**src/rtl/spi_host_flash_reader.sv**
```systemverilog
// ---------------------------------------------------------------------------
// spi_host_flash_reader
//
// Autonomous SPI-flash READ sequencer sitting in front of the spi_host
// command queue and data FIFOs. A read request (24-bit byte address plus
// byte count minus one) becomes two SPI segments:
//   1. a 4-byte write-only segment carrying {ReadOpcode, addr[23:16],
//      addr[15:8], addr[7:0]} with chip-select held afterwards, and
//   2. a read-only segment of req_len_i+1 bytes that releases chip-select.
// Received RX words are forwarded to the read-data stream with byte enables
// and a last marker on the final word of the request.
//
// Ports
//   clk_i, rst_i            clock, synchronous active-high reset
//   req_*                   read request stream (addr, len = bytes-1)
//   cmd_*                   segment command stream towards spi_host
//   tx_data_o/tx_be_o/...   TX word stream, first byte in [7:0]
//   rx_data_i/...           RX word stream, first byte in [7:0]
//   rd_data_o/rd_be_o/...   read-data stream, rd_last_o on final word
//   busy_o                  high while a request is being processed
//   done_o                  one-cycle pulse after the final read word
// ---------------------------------------------------------------------------
module spi_host_flash_reader #(
  parameter int unsigned LenWidth   = 20,
  parameter logic [7:0]  ReadOpcode = 8'h03
) (
  input  logic                clk_i,
  input  logic                rst_i,
  // read request
  input  logic                req_valid_i,
  output logic                req_ready_o,
  input  logic [23:0]         req_addr_i,
  input  logic [LenWidth-1:0] req_len_i,
  // segment commands
  output logic                cmd_valid_o,
  input  logic                cmd_ready_i,
  output logic [LenWidth-1:0] cmd_len_o,
  output logic [1:0]          cmd_dir_o,
  output logic [1:0]          cmd_speed_o,
  output logic                cmd_csaat_o,
  // TX stream
  output logic [31:0]         tx_data_o,
  output logic [3:0]          tx_be_o,
  output logic                tx_valid_o,
  input  logic                tx_ready_i,
  // RX stream
  input  logic [31:0]         rx_data_i,
  input  logic                rx_valid_i,
  output logic                rx_ready_o,
  // read-data stream
  output logic [31:0]         rd_data_o,
  output logic [3:0]          rd_be_o,
  output logic                rd_last_o,
  output logic                rd_valid_o,
  input  logic                rd_ready_i,
  // status
  output logic                busy_o,
  output logic                done_o
);

  // Word counter must hold (len>>2)+1 for the largest len, i.e. 2^(LenWidth-2).
  localparam int unsigned CntW = LenWidth - 1;

  localparam logic [1:0] DirRdOnly = 2'd1;
  localparam logic [1:0] DirWrOnly = 2'd2;

  typedef enum logic [2:0] {
    IDLE,
    CMD_ADDR,
    TX_ADDR,
    CMD_READ,
    RX
  } state_e;

  state_e              state_q;
  logic [23:0]         addr_q;
  logic [LenWidth-1:0] len_q;
  logic [CntW-1:0]     cnt_q;

  logic req_fire;
  logic rd_fire;
  logic in_rx;
  logic last_word;

  // Byte enables of the final read word, from the two low bits of bytes-1.
  function automatic logic [3:0] last_be(input logic [1:0] tail);
    logic [3:0] be;
    case (tail)
      2'd0:    be = 4'b0001;
      2'd1:    be = 4'b0011;
      2'd2:    be = 4'b0111;
      default: be = 4'b1111;
    endcase
    return be;
  endfunction

  // Opcode goes out first, followed by the address MSB first.
  function automatic logic [31:0] opcode_word(input logic [23:0] addr);
    return {addr[7:0], addr[15:8], addr[23:16], ReadOpcode};
  endfunction

  // Requests are refused while reset is asserted, even though the state
  // register already reads IDLE during a multi-cycle reset.
  assign req_ready_o = (state_q == IDLE) && !rst_i;
  assign req_fire    = req_valid_i && req_ready_o;

  assign in_rx     = (state_q == RX);
  assign last_word = in_rx && (cnt_q == CntW'(1));

  // RX data is combinationally passed through; nothing is consumed outside RX.
  assign rd_valid_o = in_rx && rx_valid_i;
  assign rx_ready_o = in_rx && rd_ready_i;
  assign rd_data_o  = in_rx ? rx_data_i : 32'd0;
  assign rd_last_o  = last_word;
  assign rd_be_o    = !in_rx    ? 4'h0 :
                      last_word ? last_be(len_q[1:0]) : 4'hF;
  assign rd_fire    = rd_valid_o && rd_ready_i;

  assign cmd_speed_o = 2'd0;

  // Request payload is data only; it is always rewritten before use.
  always_ff @(posedge clk_i) begin
    if (req_fire) begin
      addr_q <= req_addr_i;
      len_q  <= req_len_i;
    end
  end

  always_ff @(posedge clk_i) begin
    if (rst_i) begin
      state_q     <= IDLE;
      cmd_valid_o <= 1'b0;
      cmd_len_o   <= '0;
      cmd_dir_o   <= 2'd0;
      cmd_csaat_o <= 1'b0;
      tx_valid_o  <= 1'b0;
      tx_data_o   <= 32'd0;
      tx_be_o     <= 4'h0;
      busy_o      <= 1'b0;
      done_o      <= 1'b0;
      cnt_q       <= '0;
    end else begin
      done_o <= 1'b0;
      case (state_q)
        IDLE: begin
          if (req_fire) begin
            state_q     <= CMD_ADDR;
            busy_o      <= 1'b1;
            cmd_valid_o <= 1'b1;
            cmd_len_o   <= LenWidth'(3);
            cmd_dir_o   <= DirWrOnly;
            cmd_csaat_o <= 1'b1;
          end
        end
        CMD_ADDR: begin
          if (cmd_ready_i) begin
            state_q     <= TX_ADDR;
            cmd_valid_o <= 1'b0;
            cmd_len_o   <= '0;
            cmd_dir_o   <= 2'd0;
            cmd_csaat_o <= 1'b0;
            tx_valid_o  <= 1'b1;
            tx_data_o   <= opcode_word(addr_q);
            tx_be_o     <= 4'hF;
          end
        end
        TX_ADDR: begin
          if (tx_ready_i) begin
            state_q     <= CMD_READ;
            tx_valid_o  <= 1'b0;
            tx_data_o   <= 32'd0;
            tx_be_o     <= 4'h0;
            cmd_valid_o <= 1'b1;
            cmd_len_o   <= len_q;
            cmd_dir_o   <= DirRdOnly;
            cmd_csaat_o <= 1'b0;
          end
        end
        CMD_READ: begin
          if (cmd_ready_i) begin
            state_q     <= RX;
            cmd_valid_o <= 1'b0;
            cmd_len_o   <= '0;
            cmd_dir_o   <= 2'd0;
            cnt_q       <= CntW'(len_q[LenWidth-1:2]) + CntW'(1);
          end
        end
        RX: begin
          if (rd_fire) begin
            cnt_q <= cnt_q - CntW'(1);
            if (last_word) begin
              state_q <= IDLE;
              busy_o  <= 1'b0;
              done_o  <= 1'b1;
            end
          end
        end
        default: state_q <= IDLE;
      endcase
    end
  end

endmodule

```
**config.mk**
```make
export PLATFORM = sky130hd
export DESIGN_NAME = spi_host_flash_reader
export DESIGN_NICKNAME = d
export VERILOG_FILES = /design/src/rtl/spi_host_flash_reader.sv
export SDC_FILE = /design/constraint.sdc
export NUM_CORES = 1
export LEC_CHECK = 0
export ABC_CLOCK_PERIOD_IN_PS = 2230
export CORE_AREA = 2 2 147 149
export CTS_CLUSTER_SIZE = 10
export DETAILED_ROUTE_END_ITERATION = 8
export DIE_AREA = 0 0 149 151
export SYNTH_ARGS = -nofsm -noshare
export SYNTH_HDL_FRONTEND = slang
export SYNTH_SLANG_ARGS = --single-unit
```
**constraint.sdc**
```tcl
create_clock -name clk_i -period 2.23 [get_ports clk_i]
set_input_delay 0.3345 -clock clk_i [delete_from_list [all_inputs] [get_ports clk_i]]
set_output_delay 0.3345 -clock clk_i [all_outputs]
set_load 0.01 [all_outputs]
```
* Word-level counts from Yosys, hierarchy flattened
Cells that the tools add are included.
Word-level totals: register bits 129, input bits 83, output and inout port bits 105, word-level logic and storage cells 93
Cells by class: $add $sub $neg 2, equality and inequality tests 14, multiplexer cells 40, bitwise gates (word level) 2, reduce and logical (&&, ||, !) cells 22
Operators by type and width (number):
- 32-bit two-way mux | 3
- 32-bit case mux with 2 select lines | 1
- 20-bit two-way mux | 3
- 20-bit case mux with 3 select lines | 1
- 19-bit two-way mux | 2
- 19-bit case mux with 2 select lines | 1
- 18-bit by 1-bit adder with 19-bit output (second input constant) | 1
- 19-bit by 1-bit equality test with 1-bit output (second input constant) | 1
- 19-bit by 1-bit subtractor with 19-bit output (second input constant) | 1
- 3-bit two-way mux | 6
- 4-bit two-way mux | 4
- 3-bit case mux with 5 select lines | 1
- 4-bit case mux with 3 select lines | 1
- 4-bit AND reduction | 3
- 2-bit != test (second input constant) | 5
- 1-bit two-way mux | 8
- 4-bit case mux with 2 select lines | 1
- 3-bit by 2-bit equality test with 1-bit output (second input constant) | 2
- 1-bit logical AND | 6
- 2-bit two-way mux | 3
- 1-bit case mux with 3 select lines | 2
- 2-bit case mux with 3 select lines | 1
- 3-bit AND reduction | 2
- 6-bit AND reduction | 1
- other kinds (14) | 20

* Logic depth before layout (Yosys ltp)
Gate-level depths: netlist of run 1.
depth after elaboration 5, depth in mapped cells 8, mapped depth without buffers 7

* Least setup slack after synthesis of run 1
Ideal clock, no wire load.
kind reg-to-reg, start point register state_q[0], end point register addr_q[0], enable pin, library setup time 0.400 ns, data arrival time 2.088 ns, data required time 1.830 ns, setup slack -0.257 ns, stages on the path, launching flop included 5, path buffers 1, period minus slack after synthesis 2.487 ns, path through dfxtp_1 > clkbuf_1 > nor4_1 > nand2_1 > inv_1
On the way: longest elaborated chain between the ends 3
Ends and longest elaborated chain:
- from (decl) | RTL line 75 | state_e state_q;
- from (signal assigned) | RTL line 131 | state_q <= IDLE;
- from (signal assigned) | RTL line 147 | state_q <= CMD_ADDR;
- from (signal assigned) | RTL line 157 | state_q <= TX_ADDR;
- 3-bit zero test | RTL line 104 | assign req_ready_o = (state_q == IDLE) && !rst_i;
- 1-bit logical AND | RTL line 104
- named net req_ready_o | RTL line 31 | output logic req_ready_o,
- 1-bit logical AND | RTL line 105 | assign req_fire = req_valid_i && req_ready_o;
- named net req_fire | RTL line 80 | logic req_fire;
- to (signal assigned) | RTL line 124 | addr_q <= req_addr_i;
- to (decl) | RTL line 76 | logic [23:0] addr_q;
The timed path passes the listed nets, and every way through them passes these cells. A chain may end at the register's enable or synchronous reset.

* Worst setup path after layout of run 1
start point register cnt_q[7], end point output port rd_be_o[1]
On the way: longest elaborated chain between the ends 4
Ends and longest elaborated chain:
- from (decl) | RTL line 78 | logic [CntW-1:0] cnt_q;
- from (signal assigned) | RTL line 185 | cnt_q <= CntW'(len_q[LenWidth-1:2]) + CntW'(1);
- from (signal assigned) | RTL line 190 | cnt_q <= cnt_q - CntW'(1);
- 19-bit by 1-bit equality test with 1-bit output | RTL line 108 | assign last_word = in_rx && (cnt_q == CntW'(1));
- 1-bit logical AND | RTL line 108
- 4-bit two-way mux | RTL line 116 | last_word ? last_be(len_q[1:0]) : 4'hF;
- 4-bit two-way mux | RTL line 115 | assign rd_be_o = !in_rx ? 4'h0 :
- to (decl) | RTL line 52 | output logic [3:0] rd_be_o,
No other way between the ends.

==> results of run 1 <==
[power groups by stage]
stage	Clock [mW]	Combinational, mW	Sequential, mW
2_1_floorplan	0	0.270	2.42
3_3_place_gp	0	0.625	2.42
3_5_place_dp	0	0.626	2.42
4_1_cts	2.84	0.632	2.37
5_1_grt	2.94	0.678	2.38
6_report	2.78	0.627	2.37
[path summary, 6_finish.rpt]
path,to,slack [ns],depth (start not counted)
max,rd_be_o[1],-0.19,7
min,cmd_dir_o[1]$_SDFFE_PP0P_,0.40,4
max reg2reg,cnt_q[16]$_SDFFE_PP0P_,0.13,8
min reg2reg,cmd_len_o[0]$_SDFFE_PP0P_,0.47,2
[cell type report]
type / count / area (um^2)
clock buffer: 17 / 425
clock inverter: 15 / 180
fill: 2065 / 12800
inverter: 14 / 58.8
multi-input combinational: 350 / 2130
sequential: 117 / 2780
tap: 275 / 344
timing repair buffer: 223 / 2140
[cell families after synthesis]
family | after synthesis
other | 1
buffers and inverters | 61
AO/OA/AOI/OAI | 123
multiplexers | 2
adder cells (fa/ha/maj) | 3
AND/OR/NAND/NOR | 200
flip-flops | 117
XOR/XNOR | 14
[worst reg2reg max path, stage by stage (launching register included)]
cell and delay, ns:
dfxtp_1 0.31, buf_4 0.15, inv_1 0.05, ha_1 0.20, or3b_2 0.54, nor2_1 0.20, a21o_1 0.14, a21oi_1 0.06
a2111oi_2 0.34
[sequential cells by signal, summed over array words and instances, names as in the netlist]
signal / cells
busy_o: 1
cmd_dir_o: 2
addr_q: 24
cmd_len_o: 20
cmd_csaat_o: 1
cnt_q: 19
tx_data_o: 24
done_o: 1
tx_be_o: 1
state_q: 3
len_q: 20
cmd_valid_o: 1
[per-stage QoR]
stage	util (%)	std cells	setup slack (ns)
final	38.7	1011	-0.186
after global routing	38.7	1011	-0.293
after CTS	38.7	1010	-0.233
after detailed placement	35.6	974	-0.186
after global placement	35.6	974	-0.160
after floorplan	-	528	0.118
[cells in the final DEF, fill, tap and decap left out, drive strengths merged, types with 3 or more instances in the layout]
| cell type | synthesis | layout |
|---|---|---|
| a31oi | 9 | 9 |
| a211oi | 7 | 7 |
| dlygate4sd2 | 0 | 35 |
| xor2 | 10 | 10 |
| a221oi | 3 | 3 |
| ha | 3 | 3 |
| nor3 | 19 | 19 |
| nand2 | 20 | 20 |
| nor2 | 79 | 79 |
| nor4 | 10 | 10 |
| and2 | 35 | 35 |
| clkbuf | 27 | 17 |
| buf | 20 | 48 |
| conb | 1 | 8 |
| inv | 14 | 24 |
| a22oi | 46 | 46 |
| clkdlybuf4s50 | 0 | 138 |
| dfxtp | 73 | 73 |
| nand4 | 9 | 9 |
| a21oi | 27 | 27 |
| nand3 | 13 | 13 |
| o21ai | 20 | 20 |
| xnor2 | 4 | 4 |
| edfxtp | 44 | 44 |
[metal layers]
metal,part of all wire (%),wire (um)
met3,7.9,1150
met2,48,7050
met1,43,6310
met4,0.89,131
met5,0,0
[timing repair]
| action | CTS | global route |
|---|---|---|
| gates cloned | 2 | 0 |
| pin swaps | 3 | 3 |
| setup buffers | 2 | 1 |
| setup endpoints to repair | 40 | 5 |
| resized for setup | 59 | 2 |
==> results.ini, run 1 <==
[status]
status = finished with violations
violations = negative setup slack

[timing]
fin_crit_sh_pct = 108
hold_slack_ns = 0.403
fmax_mhz = 414
hold_viol = 0
clock_skew_ns = 0.00941
rsz0062_at_grt = true
fin_ws_ns = -0.186
final_max_slew_viol_count = 0
finalSetupTns_ns = -0.681
setup_violations = 4
slew_headroom_pct = 43.6
tightest_slew_ns = 0.846
finalCriticalPeriod_ns = 2.42

[critical_path]
rr_startpoint = cnt_q[0]$_SDFFE_PP0P_
cp-startpoint = cnt_q[7]$_SDFFE_PP0P_
endpoint_kind = primary output
arrival_ns = 2.08
crit_buf_inv = 2
cp-start-kind = register
critPathMaxStageDelay_ns = 0.55
cp_top_family = simple AND/OR/NAND/NOR gates
crit_chain = or4_4 > nor3b_4 > nand4_1 > buf_6 > nor3_4 > nor2_1 > buf_2
critPathRequiredTime_ns = 1.90
path_max_fanout = 5
worstSetupPathType = register to primary output
worst_path_max_delay_cell = or4_4

[pwr]
power_mw = 5.78
p_comb_share_pct = 10.8
power_frac_seq_pct = 41.1
sw_frac_of_total_pct = 24.7
power_leakage_nw = 3.13
clock_power_share_pct = 48.1
p_sw_mw = 1.43
cell_internal_pwr_mw = 4.35
ir_drop_v = 0.000398
power_density_nw_per_um2 = 716

[min_path]
hp-start = rst_i
holdCritPathClass = primary input to register

[detailed_routing]
wl_mm = 14.6
route.detailed.drc = 0
drt_pass1_iterations = 4
drtIter0Drc = 191
viasPerCell = 4.50
num_vias = 4552
post_drt_wl_per_cell_um = 14.5
antenna_left = 0

[global_routing]
grt-ovfl-total = 0
grt_busiest_layer = met2
grt.met3_usage_pct = 3.64
met1_usage_pct = 15.6
global_route.usage.met2_pct = 21.5
grt_pass1_wl_mm = 22.5
grt_usage_pct = 12.7
antenna_found_initial = 0
grt_pass1_vias = 4309
grt_max_degree = 74

[yosys]
synthMuxAreaShare_pct = 0.411
synth_top_area_share_pct = 28.2
synth-compound-area-share_pct = 16.0
synth_area_leader_cell = dfxtp_1
synth_commonest_cells = nor2_1, dfxtp_1, a22oi_1
synth_area_um2 = 5180
synth-seq-area-share_pct = 53.8
synthFlopType = dfxtp_1
synth_edf_count = 44
synth_top_family_by_area = simple AND/OR/NAND/NOR gates
async_flop_share_pct = 0
synth_xor_area_share_pct = 2.37
synthAdderAreaFrac_pct = 0.725
yosysUniqueCellTypes = 55
ys_warn_count = 0
synth_area_leaders = dfxtp_1, edfxtp_1, a22oi_1
avgSynthCellArea_um2 = 9.94
syn_inst = 521
ys_ff_latch = 117
yosysMostFrequentCell = nor2_1
synth-simple-area-share_pct = 20.5

[floorplanning]
rows = 53
die_x_um = 149
io_pins = 188
core_area_um2 = 20800
die-area_um2 = 22500
initial_utilization_pct = 24.9
dieHeight_um = 151

[clock_network]
insertion_delay_ns = 0.41
clock-sinks = 117
cts_tree = yes
postCtsHoldBufs = 0
cts_max_level = 4
cts_root_buf = clkbuf_16
path_clk_slew_ns = 0.06
cts_made_buffers = 17
clock_path_buffers = 2

[placed_design]
dpl_cell_area_um2 = 7410
gp_congestion = 0.856
dp.final_hpwl_mm = 10.3
io_buffers = 179

[finish]
antenna_cells = 0
syn2layout_area_growth_pct = 55.8
nets = 809
layout-drive-gt1-share_pct = 13.9
stdcell_area_um2 = 8070

[flow_run]
drv_cap = 0

No activity file was read; power rests on OpenSTA's default activity.
==> run 2, diff against run 1 <==
--- a/config.mk
+++ b/config.mk
@@ -6,10 +6,11 @@
 export NUM_CORES = 1
 export LEC_CHECK = 0
 export ABC_CLOCK_PERIOD_IN_PS = 2230
-export CORE_AREA = 2 2 147 149
+export CORE_AREA = 3 3 148 150
 export CTS_CLUSTER_SIZE = 10
 export DETAILED_ROUTE_END_ITERATION = 8
-export DIE_AREA = 0 0 149 151
+export DIE_AREA = 0 0 151 153
+export SLEW_MARGIN = 15
 export SYNTH_ARGS = -nofsm -noshare
 export SYNTH_HDL_FRONTEND = slang
 export SYNTH_SLANG_ARGS = --single-unit
==> run 2 against run 1 <==
Largest power group unchanged; the flow still finishes with violations (negative setup slack); worst setup slack worse by 0.0026 ns; clock power down 5%; via count increased by 2.9%.
==> results.ini, run 2 (synthesis results as in run 1) <==
[status]
status = finished with violations
violations = negative setup slack

[finish]
multi_input_area_um2 = 2130  ; about the same
syn2layout_area_growth_pct = 55.9  ; about the same
nets = 815  ; +0.74%
final_common_cell = clkdlybuf4s50_1
layout-drive-gt1-share_pct = 14.7  ; +0.83 points
n_fill_cell = 2070  ; +0.24%
antenna_cells = 0  ; unchanged
largest_registers = addr_q x24, tx_data_o x24
most-common-layout-cells = clkdlybuf4s50_1, nor2_1, dfxtp_1
seqCellArea_um2 = 2780  ; unchanged

[detailed_routing]
post_drt_wl_per_cell_um = 14.7  ; +1.5%
drtIter0Drc = 208  ; +8.9%
antenna_left = 0  ; unchanged
route.detailed.drc = 0  ; unchanged
wl_mm = 14.9  ; +2.1%
num_vias = 4682  ; +2.9%
drt_pass1_iterations = 5  ; +1
viasPerCell = 4.60  ; +2.2%

[timing]
rsz0062_at_grt = true
tightest_slew_ns = 0.689  ; -0.157 ns
finalCriticalPeriod_ns = 2.42  ; +0.00259 ns
hold_slack_ns = 0.320  ; -0.0834 ns
fin_crit_sh_pct = 108  ; +0.12 points
setup_violations = 4  ; unchanged
fmax_mhz = 413  ; -0.11%
fin_ws_ns = -0.189  ; -0.00259 ns
clock_skew_ns = 0.00708  ; -0.00233 ns
final_max_slew_viol_count = 0  ; unchanged
slew_headroom_pct = 54.0  ; +10 points
finalSetupTns_ns = -0.644  ; +0.0368 ns
hold_viol = 0  ; unchanged

[critical_path]
path_max_fanout = 5  ; unchanged
critPathMaxStageDelay_ns = 0.56  ; about the same
worstSetupPathType = register to primary output
worst_path_max_delay_cell = or4_4
arrival_ns = 2.08  ; about the same
crit_chain = or4_4 > nor3b_4 > nand4_1 > buf_6 > nor3_4 > nor2_1 > buf_2
cp-start-kind = register
endpoint_kind = primary output
critPathRequiredTime_ns = 1.90  ; about the same

[floorplanning]
core_area_um2 = 20800  ; unchanged
dieHeight_um = 153  ; +1.3%
die_x_um = 151  ; +1.3%
io_pins = 188  ; unchanged
rows = 53  ; unchanged
initial_utilization_pct = 24.9  ; unchanged
die-area_um2 = 23100  ; +2.7%

[global_routing]
grt_pass1_wl_mm = 23.7  ; +5.3%
grt-ovfl-total = 0  ; unchanged
grt_pass1_vias = 4561  ; +5.8%
grt_usage_pct = 12.8  ; +0.065 points
grt_max_degree = 63  ; -15%
antenna_found_initial = 0  ; unchanged

[flow_run]
drv_cap = 0  ; unchanged

[clock_network]
clock-sinks = 117  ; unchanged
cts_tree = yes
cts_root_buf = clkbuf_16
insertion_delay_ns = 0.41  ; about the same
clock_path_buffers = 2  ; unchanged
path_clk_slew_ns = 0.06  ; about the same
postCtsHoldBufs = 0  ; unchanged
cts_made_buffers = 17  ; unchanged
cts_max_level = 4  ; unchanged

[min_path]
holdCritPathClass = primary input to register

[placed_design]
io_buffers = 179  ; unchanged
dp.final_hpwl_mm = 10.5  ; +2.6%
gp_congestion = 0.835  ; -2.5%

[pwr]
power_mw = 5.64  ; -2.4%
ir_drop_v = 0.000442  ; +11%
power_density_nw_per_um2 = 699  ; -2.4%
power_leakage_nw = 3.13  ; about the same

-- run 2: cell type report --
| cell class | count | area share [%] |
|---|---|---|
| inverters | 14 | 0.729 |
| well taps | 275 | 4.26 |
| clock inverters | 14 | 1.72 |
| clock buffers | 18 | 5.44 |
| repair buffers | 229 | 27.0 |
| multi-input cells | 350 | 26.4 |
| flip-flops and latches | 117 | 34.5 |
-- run 2: final timing paths --
kind,from,end,slack (ns),cells after the start
worst min register to register,cmd_len_o[0]$_SDFFE_PP0P_,cmd_len_o[0]$_SDFFE_PP0P_,0.45,2
worst max-delay path,cnt_q[7]$_SDFFE_PP0P_,rd_be_o[1],-0.19,7
worst max register to register,cnt_q[7]$_SDFFE_PP0P_,cnt_q[17]$_SDFFE_PP0P_,0.18,8
worst min-delay path,rst_i,cnt_q[17]$_SDFFE_PP0P_,0.32,3
-- run 2: metrics by stage --
stage	util [%]	instances	area, um^2	worst slack, ns
after floorplan	-	528	5210	0.118
after global placement	35.7	979	7430	-0.166
after detailed placement	35.7	979	7430	-0.189
after CTS	38.7	1016	8050	-0.204
after global routing	38.8	1017	8070	-0.341
final	38.8	1017	8070	-0.189
-- run 2: metal layers --
layer | vias up | GRT usage [%] | wire length (um) | share of wire, %
met5 | - | 0 | 0 | 0
met4 | 0 | 4.32 | 230 | 1.5
met3 | 18 | 4.30 | 1480 | 9.9
met2 | 210 | 21.0 | 7110 | 48
met1 | 2167 | 15.7 | 6130 | 41
li1 | 2287 | - | - | -
-- run 2: repair_timing --
item | in CTS | in global routing
gates cloned | 2 | 0
pin swaps | 3 | 3
setup buffers | 3 | 1
setup endpoints to repair | 40 | 4
gates resized for setup | 61 | 3
-- run 2: power by group --
group | internal [mW] | total, mW | leakage (nW) | switching, mW
Combinational | 0.334 | 0.622 | 1.84 | 0.289
Sequential | 2.32 | 2.37 | 1.00 | 0.0565
Clock | 1.59 | 2.65 | 0.289 | 1.05
-- run 2: critical path: cells and delay by family (launching register included) --
family / cells / cell delay [ns]
flops: 1 / 0.31
buf+inv: 2 / 0.30
simple gates: 5 / 1.06
==> run 3, diff against run 2 <==
--- a/config.mk
+++ b/config.mk
@@ -6,10 +6,11 @@
 export NUM_CORES = 1
 export LEC_CHECK = 0
 export ABC_CLOCK_PERIOD_IN_PS = 2230
-export CORE_AREA = 3 3 148 150
+export CORE_AREA = 3 3 142 157
 export CTS_CLUSTER_SIZE = 10
 export DETAILED_ROUTE_END_ITERATION = 8
-export DIE_AREA = 0 0 151 153
+export DIE_AREA = 0 0 145 160
+export GPL_TIMING_DRIVEN = 0
 export SLEW_MARGIN = 15
 export SYNTH_ARGS = -nofsm -noshare
 export SYNTH_HDL_FRONTEND = slang
==> run 3 against run 2 <==
The flow still finishes with violations (negative setup slack); total power is 2.4% higher; sequential power hardly changed; sequential share of layout area is 0.31 points higher; die area is 0.42% higher; via count is 0.60% lower.
==> results.ini, run 3 (synthesis results as in run 1) <==
[critical_path]
cp_top_family = simple AND/OR/NAND/NOR gates
worst_path_max_delay_cell = or4_4
endpoint_kind = primary output
arrival_ns = 2.12  ; +0.04 ns
crit_chain = or4_4 > nor3b_4 > nand4_1 > buf_6 > nor3_2 > nor2_1 > buf_2
critPathRequiredTime_ns = 1.90  ; about the same
path_max_fanout = 6  ; +1
worstSetupPathType = register to primary output
crit_buf_inv = 2  ; unchanged
critPathMaxStageDelay_ns = 0.57  ; about the same
cp-start-kind = register

[timing]
finalSetupTns_ns = -0.812  ; -0.168 ns
hold_viol = 0  ; unchanged
final_max_slew_viol_count = 0  ; unchanged
slew_headroom_pct = 51.1  ; -3.0 points
clock_skew_ns = 0.00839  ; +0.00131 ns
fmax_mhz = 408  ; -1.3%
fin_ws_ns = -0.220  ; -0.0315 ns
setup_violations = 4  ; unchanged
fin_crit_sh_pct = 110  ; +1.4 points
finalCriticalPeriod_ns = 2.45  ; +0.0315 ns
rsz0062_at_grt = true
tightest_slew_ns = 0.729  ; +0.0393 ns

[detailed_routing]
wl_mm = 16.1  ; +7.6%
drtIter0Drc = 216  ; +3.8%
num_vias = 4654  ; -0.60%
post_drt_wl_per_cell_um = 15.5  ; +5.7%
viasPerCell = 4.50  ; -2.3%
antenna_left = 0  ; unchanged
route.detailed.drc = 0  ; unchanged
drt_pass1_iterations = 7  ; +2

[pwr]
ir_drop_v = 0.000440  ; -0.44%
power_leakage_nw = 3.01  ; -3.7%
power_density_nw_per_um2 = 718  ; +2.8%

[global_routing]
antenna_found_initial = 0  ; unchanged
grt_pass1_vias = 4769  ; +4.6%
grt_usage_pct = 13.8  ; +0.95 points
grt-ovfl-total = 0  ; unchanged
grt_max_degree = 24  ; -62%
grt_pass1_wl_mm = 25.6  ; +8.2%

[clock_network]
clock_path_buffers = 2  ; unchanged
cts_tree = yes
postCtsHoldBufs = 0  ; unchanged
insertion_delay_ns = 0.41  ; about the same
path_clk_slew_ns = 0.05  ; about the same
cts_max_level = 4  ; unchanged
cts_root_buf = clkbuf_16
clock-sinks = 117  ; unchanged
cts_made_buffers = 17  ; unchanged

[flow_run]
drv_cap = 0  ; unchanged

[status]
status = finished with violations
violations = negative setup slack

[floorplanning]
rows = 55  ; +3.8%
core_area_um2 = 20700  ; -0.52%
dieHeight_um = 160  ; +4.6%
die_x_um = 145  ; -4.0%
initial_utilization_pct = 25.0  ; +0.13 points
die-area_um2 = 23200  ; +0.42%
io_pins = 188  ; unchanged

[finish]
n_fill_cell = 2053  ; -0.82%
nets = 823  ; +0.98%
most-common-layout-cells = clkdlybuf4s50_1, nor2_1, dfxtp_1
stdcell_area_um2 = 8040  ; -0.43%
largest_registers = addr_q x24, tx_data_o x24
layout-drive-gt1-share_pct = 18.5  ; +3.8 points
antenna_cells = 0  ; unchanged
multi_input_area_um2 = 2140  ; +0.59%
layout.cells.non_filler = 1035  ; +1.8%
final_common_cell = clkdlybuf4s50_1
seqCellArea_um2 = 2800  ; +0.45%
syn2layout_area_growth_pct = 55.3

[min_path]
holdCritPathClass = register to register

[placed_design]
dp.final_hpwl_mm = 11.6  ; +11%
placedCellCount = 992  ; +1.3%
dpl_cell_area_um2 = 7350  ; -1.1%
gp_congestion = 0.869  ; +4.1%
io_buffers = 179  ; unchanged

## run 3: cell count changes in the layout (fill, tap and decap cells not counted), moves of 4 or more
| cell | before | now |
|---|---|---|
| dlygate4sd2_1 | 36 | 1 |
| buf_2 | 4 | 25 |
| buf_4 | 45 | 26 |
| clkbuf_1 | 0 | 19 |
| clkbuf_2 | 0 | 8 |
| and2_1 | 34 | 28 |
| and2_4 | 0 | 6 |
| dfxtp_1 | 73 | 67 |
| buf_6 | 2 | 7 |
| dfxtp_2 | 0 | 4 |
## run 3: through the flow
stage          power [mW]  setup slack (ns)  hold slack [ns]  utilization (%)
2_1_floorplan        2.69             0.118            0.433                -
3_3_place_gp         3.03            -0.653            0.461             35.5
3_5_place_dp         3.04            -0.630            0.459             35.5
6_report             5.77            -0.220            0.461             38.8
5_1_grt              6.01            -0.346            0.452             38.8
4_1_cts              5.83            -0.256            0.459             38.6
## run 3: cell type report
class / count / area share, %
buffer: 43 / 4.06
tap: 285 / 4.44
timing repair buffer: 192 / 21.6
multi-input combinational: 350 / 26.7
clock buffer: 18 / 5.34
inverter: 14 / 0.732
timing repair inverter: 2 / 0.156
clock inverter: 14 / 2.18
sequential: 117 / 34.8
## run 3: layer usage
| metal | track usage (%) | up-vias | share of wire, % |
|---|---|---|---|
| met5 | 0 | - | 0 |
| met4 | 5.10 | 0 | 1.6 |
| met3 | 6.21 | 14 | 9.5 |
| met2 | 22.7 | 199 | 48 |
| met1 | 15.8 | 2141 | 41 |
| li1 | - | 2300 | - |
## run 3: what timing repair did
item,in CTS,in global routing
hold endpoints to repair,0,0
buffers inserted,8,4
setup endpoints to repair,106,48
gates resized for setup,167,26
gates cloned,1,2
pin swaps,4,2
## run 3: tightest hold or removal path: stages, from the launching register on
cell and delay, ns:
dfxtp_1 0.31, nand2_1 0.05, a21oi_1 0.05
## run 3: report_power, final
| group | switching, mW | leakage [nW] | total [mW] | internal (mW) |
|---|---|---|---|---|
| Sequential | 0.0670 | 1.00 | 2.38 | 2.32 |
| Combinational | 0.293 | 1.72 | 0.620 | 0.327 |
| Clock | 1.00 | 0.291 | 2.77 | 1.77 |
| Total | 1.36 | 3.01 | 5.77 | 4.41 |
## run 3: path summary, 6_finish.rpt
| kind | startpoint | end | slack (ns) | depth (start not counted) |
|---|---|---|---|---|
| worst min-delay path | cmd_len_o[0]$_SDFFE_PP0P_ | cmd_len_o[0]$_SDFFE_PP0P_ | 0.46 | 2 |
| worst max register to register | cnt_q[4]$_SDFFE_PP0P_ | cnt_q[7]$_SDFFE_PP0P_ | 0.15 | 6 |
| worst max-delay path | cnt_q[8]$_SDFFE_PP0P_ | rd_be_o[1] | -0.22 | 7 |
| worst min register to register | cmd_len_o[0]$_SDFFE_PP0P_ | cmd_len_o[0]$_SDFFE_PP0P_ | 0.46 | 2 |
